File: config.mk
export PLATFORM = sky130hd
export DESIGN_NAME = led_fade_ctrl
export DESIGN_NICKNAME = d
export VERILOG_FILES = /design/src/rtl/led_pkg.sv /design/src/rtl/led_sd_core.sv /design/src/rtl/led_fade_ctrl.sv
export SDC_FILE = /design/constraint.sdc
export NUM_CORES = 1
export LEC_CHECK = 0
export CORE_MARGIN = 3
export CORE_UTILIZATION = 35
export CTS_BUF_LIST = sky130_fd_sc_hd__clkbuf_8
export CTS_CLUSTER_SIZE = 20
export DETAILED_ROUTE_END_ITERATION = 10
export PLACE_DENSITY = 0.59
export SLEW_MARGIN = 15
export SYNTH_ARGS = -nofsm -noshare
export SYNTH_HDL_FRONTEND = slang
export SYNTH_SLANG_ARGS = --single-unit
File: constraint.sdc
create_clock -name FPGA_CLK -period 4.65 [get_ports FPGA_CLK]
set_input_delay 0.6975 -clock FPGA_CLK [delete_from_list [all_inputs] [get_ports FPGA_CLK]]
set_output_delay 0.6975 -clock FPGA_CLK [all_outputs]
set_load 0.05 [all_outputs]
File: src/rtl/led_pkg.sv
`default_nettype none
// ============================================================================
//  Module   : led_pkg
//  Purpose  : Shared definitions for the LED fade controller: default level
//             width and the fade FSM state encoding.
//  Ports    : none (package)
//  Revision : 1.0 - initial release
// ============================================================================
package led_pkg;

    // Default brightness level width; duty = level / 2**LEVEL_W.
    localparam int DEF_LEVEL_W = 4;

    // Fade controller states. Width is explicit so the state register has a
    // fixed, known size in every tool.
    typedef enum logic [2:0] {
        IDLE    = 3'd0,
        UP      = 3'd1,
        DOWN    = 3'd2,
        BR_UP   = 3'd3,
        BR_DOWN = 3'd4
    } fade_state_t;

endpackage : led_pkg
`default_nettype wire

File: src/rtl/led_sd_core.sv
`default_nettype none
// ============================================================================
//  Module   : led_sd_core
//  Purpose  : First-order sigma-delta dimmer. The carry out of a LEVEL_W-bit
//             accumulator drives the LED, so over any 2**LEVEL_W cycles with a
//             constant level the LED is high exactly 'level' times.
//  Ports    : FPGA_CLK   in   system clock, rising edge
//             FPGA_RST_N in   synchronous active-low reset
//             level      in   LEVEL_W  applied brightness level
//             led        out  registered LED drive (accumulator carry)
//  Revision : 1.0 - initial release
// ============================================================================
module led_sd_core #(
    parameter int LEVEL_W = 4
) (
    input  logic               FPGA_CLK,
    input  logic               FPGA_RST_N,
    input  logic [LEVEL_W-1:0] level,
    output logic               led
);

    // One extra bit holds the carry of the most recent addition.
    logic [LEVEL_W:0] r_acc;

    always_ff @(posedge FPGA_CLK) begin
        if (!FPGA_RST_N) begin
            r_acc <= '0;
            led   <= 1'b0;
        end else begin
            // The previous carry is discarded; only the residue accumulates.
            r_acc <= {1'b0, r_acc[LEVEL_W-1:0]} + {1'b0, level};
            led   <= r_acc[LEVEL_W];
        end
    end

endmodule : led_sd_core
`default_nettype wire

File: src/rtl/led_fade_ctrl.sv
`default_nettype none
// ============================================================================
//  Module   : led_fade_ctrl
//  Purpose  : LED brightness controller. Ramps the applied level one step per
//             prescaler tick toward the switch-selected target, or runs a
//             0 -> target -> 0 breathing sweep when MODE is set. Drives the
//             sigma-delta dimmer core.
//  Ports    : FPGA_CLK   in   system clock, rising edge
//             FPGA_RST_N in   synchronous active-low reset
//             F_SW       in   LEVEL_W  target brightness (asynchronous)
//             MODE       in   0 = track target, 1 = breathe (asynchronous)
//             F_LED      out  sigma-delta LED drive
//             LEVEL      out  LEVEL_W  currently applied level
//             BUSY       out  high while the FSM is not IDLE
//  Revision : 1.0 - initial release
// ============================================================================
module led_fade_ctrl #(
    parameter int LEVEL_W   = led_pkg::DEF_LEVEL_W,
    parameter int PRESC_DIV = 500000,
    parameter int PRESC_W   = 20
) (
    input  logic               FPGA_CLK,
    input  logic               FPGA_RST_N,
    input  logic [LEVEL_W-1:0] F_SW,
    input  logic               MODE,
    output logic               F_LED,
    output logic [LEVEL_W-1:0] LEVEL,
    output logic               BUSY
);

    import led_pkg::*;

    localparam logic [PRESC_W-1:0] c_presc_last = PRESC_W'(PRESC_DIV - 1);
    localparam logic [LEVEL_W-1:0] c_one        = LEVEL_W'(1);

    // Two-flop synchronizers for the asynchronous switch inputs.
    logic [LEVEL_W-1:0] r_sw_meta;
    logic [LEVEL_W-1:0] r_sw_sync;
    logic               r_mode_meta;
    logic               r_mode_sync;

    logic [PRESC_W-1:0] r_presc;
    fade_state_t        r_state;
    logic [LEVEL_W-1:0] r_level;
    logic               r_busy;

    logic               w_tick;
    logic               w_lt;
    logic               w_gt;
    logic [LEVEL_W-1:0] w_level_inc;
    logic [LEVEL_W-1:0] w_level_dec;
    fade_state_t        w_next_state;
    fade_state_t        w_settle_state;
    logic [LEVEL_W-1:0] w_next_level;

    assign w_tick      = (r_presc == c_presc_last);
    assign w_lt        = (r_level < r_sw_sync);
    assign w_gt        = (r_level > r_sw_sync);
    assign w_level_inc = r_level + c_one;
    assign w_level_dec = r_level - c_one;

    // Where to go when leaving breathing: ramp toward target, no step now.
    assign w_settle_state = w_lt ? UP : (w_gt ? DOWN : IDLE);

    // Next-state / next-level. Every increment is guarded by level < target
    // and every decrement by level > target or level != 0, so the level
    // saturates inside 0..2**LEVEL_W-1 without explicit clamping.
    always_comb begin
        w_next_state = r_state;
        w_next_level = r_level;
        case (r_state)
            IDLE: begin
                if (r_mode_sync) begin
                    w_next_state = BR_UP;
                end else if (w_lt) begin
                    w_next_state = UP;
                end else if (w_gt) begin
                    w_next_state = DOWN;
                end
            end
            UP, DOWN: begin
                // Target is re-read every tick, so a target that crossed the
                // level flips the ramp direction on this very tick.
                if (w_lt) begin
                    w_next_level = w_level_inc;
                    w_next_state = (w_level_inc == r_sw_sync) ? IDLE : UP;
                end else if (w_gt) begin
                    w_next_level = w_level_dec;
                    w_next_state = (w_level_dec == r_sw_sync) ? IDLE : DOWN;
                end else begin
                    w_next_state = IDLE;
                end
            end
            BR_UP: begin
                if (!r_mode_sync) begin
                    w_next_state = w_settle_state;
                end else if (w_lt) begin
                    w_next_level = w_level_inc;
                end else begin
                    w_next_state = BR_DOWN;
                end
            end
            BR_DOWN: begin
                if (!r_mode_sync) begin
                    w_next_state = w_settle_state;
                end else if (r_level != '0) begin
                    w_next_level = w_level_dec;
                end else begin
                    w_next_state = BR_UP;
                end
            end
            default: begin
                w_next_state = IDLE;
            end
        endcase
    end

    always_ff @(posedge FPGA_CLK) begin
        if (!FPGA_RST_N) begin
            r_sw_meta   <= '0;
            r_sw_sync   <= '0;
            r_mode_meta <= 1'b0;
            r_mode_sync <= 1'b0;
            r_presc     <= '0;
            r_state     <= IDLE;
            r_level     <= '0;
            r_busy      <= 1'b0;
        end else begin
            r_sw_meta   <= F_SW;
            r_sw_sync   <= r_sw_meta;
            r_mode_meta <= MODE;
            r_mode_sync <= r_mode_meta;
            r_presc     <= w_tick ? '0 : r_presc + PRESC_W'(1);
            if (w_tick) begin
                r_state <= w_next_state;
                r_level <= w_next_level;
                r_busy  <= (w_next_state != IDLE);
            end
        end
    end

    assign LEVEL = r_level;
    assign BUSY  = r_busy;

    led_sd_core #(
        .LEVEL_W (LEVEL_W)
    ) u_sd_core (
        .FPGA_CLK   (FPGA_CLK),
        .FPGA_RST_N (FPGA_RST_N),
        .level      (r_level),
        .led        (F_LED)
    );

endmodule : led_fade_ctrl
`default_nettype wire

==> run_results.csv, run 1 <==
group,metric,value,unit
place,globalplace.congestion,0.737,
place,place_inst,324,
power_and_ir_drop,p_per_area,269,mW/mm^2
synth,ys_seq_area_frac,0.395,
routing,wl_per_cell,12.9,um
routing,wl,4.27,mm
power_and_ir_drop,p_leak,0.950,nW
final_layout,drive_above_1_share,0.0467,
routing,first_iter_violations,105,
synth,ys_ff_latch,44,
sta,fin_ws,2190,ps
grt,grt_first_pass_wirelength,7.40,mm
sta,fin_crit_sh,0.530,
synth,synth_cell_types,47,
critical_path,endpoint_kind,"output port",
critical_path,worst-path-buf-inv,1,
final_layout,synthToLayoutAreaGrowth,12.1,%
die,io-pin-count,13,
clocking,cts_setup_buffers,0,
sta,slew_headroom,0.539,
critical_path,required,3950,ps
sta,setup_tns,0,ps
clocking,htreeDepth,2,
outcome,run_status,"complete, no violations",
final_layout,multi_input_area,0.00126,sq mm
critical_path,max_stage_delay,890,ps
place,port_buffers,12,
final_layout,layoutNonFillerInstCount,332,
routing,drt_first_pass_iters,4,
die,start_util,0.368,
routing,vias,1663,
sta,setup_viol_count_final,0,
critical_path,crit_chain,"clkdlybuf4s50_1",
die,core,0.00606,sq mm
grt,grt_max_degree,19,
clocking,cts.path.max_buffers,2,
sta,final_hold_viol_count,0,
critical_path,cp_max_fo,11,
sta,worst_pin_slew,691,ps
critical_path,cp.arrival,1770,ps
synth,postSynthCellCount,246,
synth,syn_nets,265,
grt,grt_use_total,0.126,
clocking,clkTransAtPathRegs,80,ps
critical_path,r2r-start,"LEVEL[0]",
worst_hold_path,hold_path_class,"reg2reg",
clocking,cts.sinks,44,
place,dp_hpwl,3.12,mm
sta,max_freq,0.406,GHz
die,die_x,85.9,um
synth,synth_edf_count,0,
clocking,post_cts_resized,0,
power_and_ir_drop,ir_drop,0.131,mV
synth,syn_area_per_cell,9.07,sq um
sta,period_needed,2460,ps
clocking,cts_root_buf,"clkbuf_8",
routing,postRouteAntennaNets,0,
final_layout,final_core_util,0.413,
synth,synth_warnings,0,
synth,synth_async_sr_flop_share,0,
critical_path,cp-startpoint,"LEVEL[2]",
sta,fin_skew,6.36,ps
die,rows,28,
final_layout,insertedDiodeCount,0,
clocking,cts_tree,"done",
sta,drv_slew,0,
grt,grt_pass1_vias,1637,
grt,grt_overflow_total,0,
die,dieArea,0.00737,sq mm
job,cap_violations,0,
critical_path,cp_top_family,"buffers and inverters",
clocking,insertion_delay,300,ps
critical_path,start_kind,"register",
clocking,cts_buffers,5,
critical_path,critPathSlowestCell,"clkdlybuf4s50_1",
clocking,holdBufCountCts,0,
synth,netlist_area,0.00223,sq mm
critical_path,crit_type,"reg2out",
routing,post-route-drc-count,0,
worst_hold_path,min_from,"r_mode_meta",
grt,antenna_found_initial,0,
die,die_height,85.9,um
place,detailedPlace.worstSlack,2240,ps
final_layout,seq_area,881,sq um
synth,synthFlopType,"dfxtp_1",
final_layout,fill_cells,605,
final_layout,fin_nets,275,
sta,rsz0062_at_grt,"false",
routing,vias_per_cell,5.01,
==> routing by layer <==
metal  routed length, um  track usage  vias to the layer above
li1                    -            -                      872
met1                2050        0.166                      752
met2                1970        0.196                       31
met3                 192       0.0384                        8
met4                  65       0.0388                        0
met5                   0            0                        -
==> Yosys cell counts, types with 3 or more instances <==
library cell | n | share of area
o21ai_0 | 3 | 0.0067
ha_1 | 11 | 0.062
xnor2_1 | 11 | 0.043
inv_1 | 13 | 0.022
buf_2 | 3 | 0.0067
and2_1 | 13 | 0.036
nand3_1 | 11 | 0.025
a211oi_1 | 3 | 0.010
nand2_1 | 8 | 0.013
nor3_1 | 4 | 0.0090
o21a_1 | 4 | 0.013
nor2b_1 | 3 | 0.0084
nand2b_1 | 5 | 0.014
and4_1 | 3 | 0.012
nand4_1 | 5 | 0.014
dfxtp_1 | 44 | 0.39
xor2_1 | 18 | 0.071
clkbuf_1 | 6 | 0.010
a21oi_1 | 10 | 0.022
nor2_1 | 31 | 0.052
and3_1 | 3 | 0.0084
==> stage by stage <==
stage          area [sq um]  power [W]  hold slack [ps]
2_1_floorplan          2230   0.000426              412
3_3_place_gp           2410   0.000438              413
3_5_place_dp           2410   0.000439              419
4_1_cts                2500   0.000688              438
5_1_grt                2500   0.000707              462
6_report               2500   0.000674              431
==> logic make-up after synthesis <==
logic type | Yosys count | synth area share
xor+xnor | 29 | 0.114
compound gates | 40 | 0.139
simple gates | 97 | 0.234
flops | 44 | 0.395
fa+ha+maj | 12 | 0.0706
buf+inv | 22 | 0.0387
mux | 2 | 0.00897
==> report_power, final <==
part	switching (W)	leakage [nW]	total, W	internal (W)
registers	0.00000398	0.357	0.000387	0.000383
logic	0.0000237	0.544	0.0000432	0.0000195
clock network	0.000126	0.0486	0.000244	0.000118
total	0.000153	0.950	0.000674	0.000521
==> cell type report <==
type / count / area share
multi-input cells: 180 / 0.505
flip-flops and latches: 44 / 0.352
repair buffers: 12 / 0.0480
well taps: 75 / 0.0375
clock buffers: 6 / 0.0330
inverters: 13 / 0.0195
clock inverters: 2 / 0.00450
==> placed cells by master, fill, tap and decap left out, types with 3 or more instances in the layout <==
cell,n
xnor2_1,11
dfxtp_1,44
a21oi_1,10
xor2_1,18
nand2b_1,5
inv_1,14
nand4_1,5
ha_1,11
nand2_1,8
clkdlybuf4s50_1,12
and2_1,13
o21a_1,4
clkbuf_8,6
and3_1,3
nor2_1,31
o21ai_0,3
nor2b_1,3
and4_1,3
a211oi_1,3
nor3_1,4
nand3_1,11
==> sequential cells by signal, indices dropped and copies added, names as in the netlist <==
register and flops:
r_presc 20, u_sd_core.r_acc 5, LEVEL 4, r_sw_meta 4
r_sw_sync 4, r_state 3, BUSY 1, r_mode_meta 1
r_mode_sync 1, u_sd_core.led 1
==> worst paths after layout <==
kind         slack, ps  cells past startpoint          end
max               2190                      1     LEVEL[2]
min                430                      1  r_mode_sync
max reg2reg       2210                      8         BUSY
min reg2reg        430                      1  r_mode_sync
Power figures use the tool's default switching activity.
==> run 2, diff against run 1 <==
- clock period: 4.65 -> 2.31 ns (I/O delays scaled with it)
==> run 2 against run 1 <==
  * Global-route usage up 0.29 points
  * Sequential share of layout area is 1.2 points lower
  * Clock skew up 9.1 ps
  * Sequential cell count did not move
  * Critical path type is now reg2reg
  * Critical endpoint is now BUSY
  * Largest cell class unchanged
==> run_results.csv, run 2 (synthesis results as in run 1) <==
group,metric,value,unit
final_layout,layout_commonest_cell,"dfxtp_1",
clocking,cts_root_buf,"clkbuf_8",
clocking,htreeDepth,2,
power_and_ir_drop,ir_drop,0.300,mV
outcome,run_status,"complete, no violations",
critical_path,reg2reg_to,"BUSY",
critical_path,r2r-start,"r_sw_sync[1]",
critical_path,endpoint_kind,"register",
final_layout,largest_register_ffs,20,
final_layout,insertedDiodeCount,0,
sta,fin_crit_sh,0.942,
final_layout,final_cell_mix,"dfxtp_1, nor2_1, xor2_1, inv_1",
sta,setup_tns,0,ps
die,core,0.00606,sq mm
clocking,holdBufCountCts,0,
final_layout,fin_nets,285,
routing,wl,4.29,mm
clocking,cts_buffers,5,
routing,post-route-drc-count,0,
power_and_ir_drop,p_leak,1.02,nW
sta,fin_skew,15.4,ps
critical_path,start_kind,"register",
routing,drt_first_pass_iters,4,
final_layout,drive_above_1_share,0.101,
sta,period_needed,2180,ps
critical_path,cp-startpoint,"r_sw_sync[1]",
grt,antenna_found_initial,0,
clocking,cts.sinks,44,
clocking,cts.path.max_buffers,2,
routing,met2_length,1.84,mm
routing,postRouteAntennaNets,0,
grt,grt_first_pass_wirelength,7.58,mm
grt,grt_pass1_vias,1670,
routing,met3_length,209,um
place,dp_hpwl,3.09,mm
critical_path,rrSetupSlack,130,ps
clocking,clkTransAtPathRegs,90,ps
die,die_height,85.9,um
place,place_inst,334,
clocking,cts_tree,"done",
place,globalplace.congestion,0.800,
power_and_ir_drop,p_per_area,559,mW/mm^2
critical_path,crit_end,"BUSY",
sta,drv_slew,0,
final_layout,synthToLayoutAreaGrowth,16.8,%
die,dieArea,0.00737,sq mm
routing,drt-met1-wl,2.16,mm
critical_path,required,2550,ps
sta,max_freq,0.460,GHz
critical_path,reg2regPathDepth,8,
clocking,insertion_delay,310,ps
place,port_buffers,12,
final_layout,regMostFlops,"r_presc",
routing,vias,1734,
grt,grt_use_total,0.129,
sta,setup_viol_count_final,0,
sta,final_hold_viol_count,0,
routing,wl_per_cell,12.5,um
job,cap_violations,0,
die,die_x,85.9,um
die,start_util,0.368,
sta,rsz0062_at_grt,"false",
sta,slew_headroom,0.668,
die,rows,28,
sta,worst_pin_slew,497,ps
routing,vias_per_cell,5.07,
grt,grt_max_degree,19,
worst_hold_path,hold_path_class,"reg2reg",
final_layout,reg.largest.list,"r_presc x20, u_sd_core.r_acc x5",
routing,first_iter_violations,118,
final_layout,final_core_util,0.430,
die,io-pin-count,13,
critical_path,cp.arrival,2420,ps
critical_path,crit_type,"reg2reg",
routing,top_layer,"met4",
critical_path,cp_max_fo,6,
grt,grt_overflow_total,0,
final_layout,layoutNonFillerInstCount,342,
[run 2: cell type report]
class	count	area [sq um]
repair buffers	22	195
clock buffers	5	68.8
clock inverters	3	38.8
well taps	75	93.8
flip-flops and latches	44	887
multi-input cells	180	1270
fillers	595	3450
inverters	13	48.8
[run 2: worst min path at each step]
stage / endpoint / slack (ps) / cells after the start / from
after global placement: r_mode_sync / 410 / 1 / r_mode_meta
after CTS: r_sw_sync[2] / 440 / 1 / r_sw_meta[2]
after floorplan: r_sw_sync[0] / 410 / 1 / r_sw_meta[0]
final: r_sw_sync[2] / 430 / 1 / r_sw_meta[2]
after detailed placement: r_sw_sync[2] / 420 / 1 / r_sw_meta[2]
after global routing: r_sw_sync[2] / 450 / 1 / r_sw_meta[2]
[run 2: where the power goes]
group           total, W  switching (W)  internal (W)
combinational  0.0000942      0.0000485     0.0000457
clock           0.000587       0.000270      0.000317
sequential      0.000776     0.00000726      0.000769
total            0.00146       0.000326       0.00113
[run 2: through the flow]
| step | total power, W | hold slack, ps | worst slack (ps) | cell area (sq um) |
|---|---|---|---|---|
| floorplan | 0.000857 | 412 | 0.476 | 2240 |
| global placement | 0.000886 | 414 | 168 | 2490 |
| detailed placement | 0.000887 | 420 | 92.7 | 2490 |
| CTS | 0.00148 | 443 | 41.8 | 2600 |
| global route | 0.00152 | 452 | 4.38 | 2610 |
| finish | 0.00146 | 435 | 135 | 2610 |
[run 2: worst max-delay path, stage by stage (launching register included)]
cell and delay, ps:
dfxtp_1 350, inv_1 50, ha_1 290, nor2b_4 170, o211ai_2 90, and2_2 240, or4b_1 540, o311ai_1 130
o221a_2 240
[run 2: per-layer routing]
| metal | GRT usage | vias to the layer above |
|---|---|---|
| met1 | 0.173 | 799 |
| met3 | 0.0375 | 9 |
| li1 | - | 890 |
| met4 | 0.0446 | 0 |
| met5 | 0 | - |
| met2 | 0.196 | 36 |
[run 2: what timing repair did]
item | 4_1_cts | 5_1_grt
endpoints found under the setup margin | 0 | 2
gates resized for setup | 0 | 3
setup buffers | 0 | 0
==> run 3, diff against run 2 <==
- ABC_CLOCK_PERIOD_IN_PS: unset -> 2310
- CAP_MARGIN: unset -> 25
- CTS_CLUSTER_SIZE: 20 -> 40
==> results of run 3 <==
Final layout, timing and power as in run 2 (identical DEF).
